## config.mk

```make
export PLATFORM = sky130hd
export DESIGN_NAME = nibble_negate_seq
export DESIGN_NICKNAME = d
export VERILOG_FILES = /design/src/rtl/nibble_pkg.sv /design/src/rtl/nibble_comp_slice.sv /design/src/rtl/nibble_negate_seq.sv
export SDC_FILE = /design/constraint.sdc
export NUM_CORES = 1
export LEC_CHECK = 0
export ABC_AREA = 1
export BUFFER_PORTS_ARGS = -buffer_cell sky130_fd_sc_hd__buf_2
export CAP_MARGIN = 20
export CORE_MARGIN = 2
export CORE_UTILIZATION = 47
export DETAILED_ROUTE_END_ITERATION = 6
export GPL_TIMING_DRIVEN = 0
export HOLD_SLACK_MARGIN = 0.08
export PLACE_DENSITY = 0.7
export SLEW_MARGIN = 20
export SYNTH_ARGS = -nofsm -noshare
export SYNTH_HDL_FRONTEND = slang
export SYNTH_SLANG_ARGS = --single-unit
```

## constraint.sdc

```tcl
create_clock -name clk -period 3.2 [get_ports clk]
set_clock_uncertainty 0.1 [all_clocks]
set_input_delay 0.32 -clock clk [delete_from_list [all_inputs] [get_ports clk]]
set_output_delay 0.32 -clock clk [all_outputs]
set_load 0.03 [all_outputs]
```

## src/rtl/nibble_pkg.sv

```systemverilog
// Shared constants, FSM state type and sizing helpers for the nibble-serial negation sequencer.
package nibble_pkg;

  localparam int NIB_W = 4;

  typedef enum logic [1:0] {
    IDLE = 2'd0,
    RUN  = 2'd1,
    HOLD = 2'd2
  } state_t;

  function automatic int calc_nnib(input int width);
    return width / NIB_W;
  endfunction

  // A counter for a single nibble still needs one bit so the port/array is never zero-width.
  function automatic int calc_cnt_w(input int width);
    int n;
    n = calc_nnib(width);
    return (n <= 1) ? 1 : $clog2(n);
  endfunction

endpackage

```

## src/rtl/nibble_comp_slice.sv

```systemverilog
// One 4-bit complement-and-increment slice: {cout, y} = ~a + cin.
module nibble_comp_slice
  import nibble_pkg::*;
(
  input  logic [NIB_W-1:0] a,
  input  logic             cin,
  output logic [NIB_W-1:0] y,
  output logic             cout
);

  assign {cout, y} = {1'b0, ~a} + {{NIB_W{1'b0}}, cin};

endmodule

```

## src/rtl/nibble_negate_seq.sv

```systemverilog
// Two's complement of a WIDTH-bit operand, one nibble per cycle through a single slice,
// LSB nibble first, with the result returned over a valid/ready handshake.
module nibble_negate_seq
  import nibble_pkg::*;
#(
  parameter int WIDTH = 16
) (
  input  logic             clk,
  input  logic             rst,
  input  logic             in_valid,
  output logic             in_ready,
  input  logic [WIDTH-1:0] a,
  output logic             out_valid,
  input  logic             out_ready,
  output logic [WIDTH-1:0] comp,
  output logic             carry_out,
  output logic             overflow
);

  // Handshakes: a transfer happens on a rising edge where valid and ready are both 1.
  // in_ready is high only in IDLE, out_valid only in HOLD; both come straight from the state flop.
  localparam int NNIB = calc_nnib(WIDTH);
  localparam int CW   = calc_cnt_w(WIDTH);
  localparam logic [CW-1:0]    LAST    = CW'(NNIB - 1);
  localparam logic [WIDTH-1:0] MIN_VAL = {1'b1, {(WIDTH-1){1'b0}}};

  state_t           state;
  logic [WIDTH-1:0] op;
  logic [WIDTH-1:0] res;
  logic [CW-1:0]    cnt;
  logic             carry;
  logic [NIB_W-1:0] op_nib;
  logic [NIB_W-1:0] nib;
  logic             cout;

  assign op_nib = op[NIB_W*cnt +: NIB_W];

  nibble_comp_slice u_slice (
    .a    (op_nib),
    .cin  (carry),
    .y    (nib),
    .cout (cout)
  );

  always_ff @(posedge clk or posedge rst) begin
    if (rst) begin
      state     <= IDLE;
      op        <= '0;
      res       <= '0;
      cnt       <= '0;
      carry     <= 1'b0;
      carry_out <= 1'b0;
      overflow  <= 1'b0;
    end else begin
      case (state)
        IDLE: begin
          if (in_valid) begin
            op    <= a;
            res   <= '0;
            cnt   <= '0;
            carry <= 1'b1;
            state <= RUN;
          end
        end
        RUN: begin
          res[NIB_W*cnt +: NIB_W] <= nib;
          carry                   <= cout;
          if (cnt == LAST) begin
            cnt       <= '0;
            carry_out <= cout;
            overflow  <= (op == MIN_VAL);
            state     <= HOLD;
          end else begin
            cnt <= cnt + 1'b1;
          end
        end
        HOLD: begin
          if (out_ready) state <= IDLE;
        end
        default: state <= IDLE;
      endcase
    end
  end

  assign in_ready  = (state == IDLE);
  assign out_valid = (state == HOLD);
  assign comp      = res;

endmodule

```

==> tab_implementation.tex <==
\begin{tabular}{lr}
\hline
Metric & Value \\
\hline
\multicolumn{2}{l}{\textbf{Hold path}} \\
Class of the worst hold path & in2reg \\
Worst hold start & out\_ready \\
End point of the most critical hold path & state[1]\$\_DFFE\_PP0P\_ \\
Instance count along the most critical hold path & 2 \\
\multicolumn{2}{l}{\textbf{Drt}} \\
Via Count & 1519 \\
Number of DRC violations after detailed-routing iteration 0 & 42 \\
Number of detailed-route iterations in the first pass & 4 \\
Remaining antenna violation count & 0 \\
Post-route DRC & 0 \\
Total routed wirelength & 3896 um \\
Routed length per instance & 12.90 um \\
Average via count per standard cell & 5.030 \\
\multicolumn{2}{l}{\textbf{Critical path}} \\
Worst Setup End Kind & register \\
Launch point of the worst reg-to-reg path & cnt[0]\$\_DFFE\_PP0P\_ \\
Crit path max fanout & 10 \\
Startpoint type of the worst setup path & register \\
Arrival time worst endpoint & 2.22 ns \\
CP Data Required Time & 3.27 ns \\
Largest delay contributor family on the critical path & adder cells \\
Depth of the worst register-to-register path & 10 \\
Critical path buffer and inverter count & 2 \\
Crit path cell chain & buf\_6 > buf\_6 > o21ai\_0 > a21oi\_1 > ha\_1 > ha\_1 > xnor2\_1 > nor2\_2 > nand2\_1 > o21ai\_0 \\
Reg2reg setup slack & 1.05 ns \\
Endpoint of the worst register-to-register path & comp[10]\$\_DFFE\_PP0P\_ \\
Cell at the slowest stage of the critical path & sky130\_fd\_sc\_hd\_\_dfrtp\_1 \\
Worst setup path class & reg2reg \\
CP peak stage delay & 0.42 ns \\
\multicolumn{2}{l}{\textbf{GRT}} \\
Leftover overflow at the end of global routing & 0 \\
Initial antenna violation count & 0 \\
Global-route usage over all layers & 0.1842 \\
Largest net degree at the start of global routing & 23 \\
Wire length of the first global-routing pass & 6196 um \\
Via count of the first global-routing pass & 1398 \\
\multicolumn{2}{l}{\textbf{Final layout}} \\
Layout cell share with drive strength beyond 1 & 0.3135 \\
Post-layout util & 0.5772 \\
Synth-to-layout area growth & 19.66\% \\
Post-layout net count & 278 \\
Antenna Diode Count & 0 \\
Most used cells in the layout excluding fill and tap cells & sky130\_fd\_sc\_hd\_\_nand2\_1 (40), sky130\_fd\_sc\_hd\_\_buf\_2 (40), sky130\_fd\_sc\_hd\_\_dfrtp\_1 (39) \\
\multicolumn{2}{l}{\textbf{Timing}} \\
Max-slew violations & 0 \\
Ratio of final minimum period to clock period & 0.6714 \\
Final worst-path setup slack & 1.051 ns \\
Sum of negative setup slack & 0 ns \\
Setup Viol. Count Final & 0 \\
Clock period minus final worst setup slack & 2.149 ns \\
Worst-case headroom to the max-slew limit & 0.7280 \\
Achievable clock frequency & 0.4654 GHz \\
Hold Fails Final Rpt & 0 \\
RSZ-0062 raised after global routing & no \\
Worst Tran Pin Value & 0.4074 ns \\
\multicolumn{2}{l}{\textbf{Synthesis}} \\
Synthesis-stage register bit count & 39 \\
Synthesized cell area & 1916 um\^{}2 \\
Share of synthesized area spent on multiplexers & 0.06466 \\
Simple logic cell fraction of the synthesized area & 0.2129 \\
Xor/xnor share of the synthesized area & 0.004572 \\
Post-synthesis cell type with the largest combined area & sky130\_fd\_sc\_hd\_\_dfrtp\_1 \\
Compound-gate portion of the synthesized area & 0.08426 \\
Number of enable-type register cells in the synthesized netlist & 0 \\
Average instance area after synthesis & 9.436 um\^{}2 \\
Post-synthesis instance total & 203 \\
Synth warnings & 0 \\
Adder-Cell Fraction of Synth Area & 0.04572 \\
Dominant cells by area after synthesis & sky130\_fd\_sc\_hd\_\_dfrtp\_1 (51\%), sky130\_fd\_sc\_hd\_\_nand2\_1 (7.8\%), sky130\_fd\_sc\_hd\_\_mux2\_2 (6.5\%) \\
Sequential cell area fraction in the yosys report & 0.5095 \\
Distinct cells, synth & 27 \\
Post-synth net total & 230 \\
Predominant post-synthesis flop cell & sky130\_fd\_sc\_hd\_\_dfrtp\_1 \\
Post-synthesis async set-or-reset flop share & 1.000 \\
Dominant combinational cell family by area after synthesis & simple AND/OR/NAND/NOR gates \\
Area share of the largest cell type after synthesis & 0.5095 \\
\multicolumn{2}{l}{\textbf{Clocking}} \\
Number of clock sinks seen by CTS & 39 \\
CTS HTree Levels & 2 \\
Maximum buffer depth of the clock tree & 2 \\
Buffer count from post-CTS setup fixing & 0 \\
CTS tree & yes \\
Number of buffers created by CTS & 5 \\
Worst-Skew Late Latency & 0.29 ns \\
CTS root buffer & sky130\_fd\_sc\_hd\_\_clkbuf\_8 \\
Clock-pin slew on the worst setup and hold paths & 0.08 ns \\
\multicolumn{2}{l}{\textbf{Power and ir drop}} \\
Leakage & 1.183 nW \\
Power per Cell Area & 1051 nW/um\^{}2 \\
Worst-case vdd ir drop & 451.3 uV \\
\multicolumn{2}{l}{\textbf{Floorplanning}} \\
Floorplan die area & 4602 um\^{}2 \\
Floorplan core area & 3971 um\^{}2 \\
Starting density of the core & 0.4824 \\
Die Wd & 67.84 um \\
Y dimension of the die & 67.84 um \\
Io pins & 40 \\
Cell row count & 23 \\
\multicolumn{2}{l}{\textbf{Placement}} \\
Pre-CTS worst setup slack & 1.063 ns \\
Half-perimeter wire length after detailed placement & 2932 um \\
Placer's final routability congestion estimate & 0.8344 \\
Count of buffers from port buffering & 39 \\
\multicolumn{2}{l}{\textbf{Run}} \\
Number of max-capacitance violations reported & 0 \\
\multicolumn{2}{l}{\textbf{Outcome}} \\
Result of the run & complete, no violations \\
\hline
\end{tabular}
cells by family after synthesis:
family,count (synthesis)
AND/OR/NAND/NOR,84
flip-flops,39
buffers and inverters,33
AO/OA/AOI/OAI,28
multiplexers,11
adder cells (fa/ha/maj),7
XOR/XNOR,1
state kept, by name (all words and copies together) (netlist names):
signal / cells
comp: 16
state: 2
cnt: 2
carry: 1
op: 16
carry_out: 1
overflow: 1
per-layer routing:
| layer | GRT usage | wire [um] | part of all wire | vias to the layer above |
|---|---|---|---|---|
| li1 | - | - | - | 764 |
| met1 | 0.2117 | 1726 | 0.44 | 704 |
| met2 | 0.3260 | 1895 | 0.49 | 42 |
| met3 | 0.05099 | 206 | 0.053 | 9 |
| met4 | 0.07000 | 66 | 0.017 | 0 |
| met5 | 0 | 0 | 0 | - |
power by group:
part	switching, W	internal, W
registers	0.000148	0.000695
clock network	0.000166	0.000153
logic	0.000810	0.000437
metrics by stage:
stage | hold WS, ns | cells | cell area [um^2] | power, W
after floorplan | 0.3063 | 203 | 1916 | 0.001775
after global placement | 0.3642 | 292 | 2173 | 0.002059
after detailed placement | 0.2381 | 293 | 2201 | 0.002095
after CTS | 0.09768 | 302 | 2292 | 0.002423
after global routing | 0.09585 | 302 | 2292 | 0.002589
final | 0.1050 | 302 | 2292 | 0.002409
synth_stat cells, drive strengths merged (2+ instances only):
master	n
nand2	44
nand3	15
o21ai	18
nor2	14
inv	29
nor4	4
nand4	5
buf	4
ha	7
a21oi	6
dfrtp	39
o32ai	2
nor3	2
mux2	11
area by class of cell:
type	count	area, um^2
buffer	4	38.79
inverter	29	111.4
clock inverter	1	5.005
clock buffer	7	76.32
timing repair buffer	41	232.7
sequential	39	975.9
fill	362	1679
tap	50	62.56
multi-input combinational	131	789.5
worst max-delay path by stage:
stage | start | to | slack, ns | cells after the start
floorplan | cnt[0]$_DFFE_PP0P_ | comp[10]$_DFFE_PP0P_ | 1.31 | 10
global placement | cnt[0]$_DFFE_PP0P_ | comp[10]$_DFFE_PP0P_ | 1.08 | 10
detailed placement | cnt[0]$_DFFE_PP0P_ | comp[10]$_DFFE_PP0P_ | 1.06 | 10
CTS | cnt[0]$_DFFE_PP0P_ | comp[10]$_DFFE_PP0P_ | 1.03 | 10
global route | cnt[0]$_DFFE_PP0P_ | comp[10]$_DFFE_PP0P_ | 0.86 | 10
finish | cnt[0]$_DFFE_PP0P_ | comp[10]$_DFFE_PP0P_ | 1.05 | 10
timing repair:
item,in CTS,in global routing
gates resized for setup,0,0
hold buffers,1,0
hold endpoints to repair,17,0
Note: power is estimated with default switching activity, not from simulation.
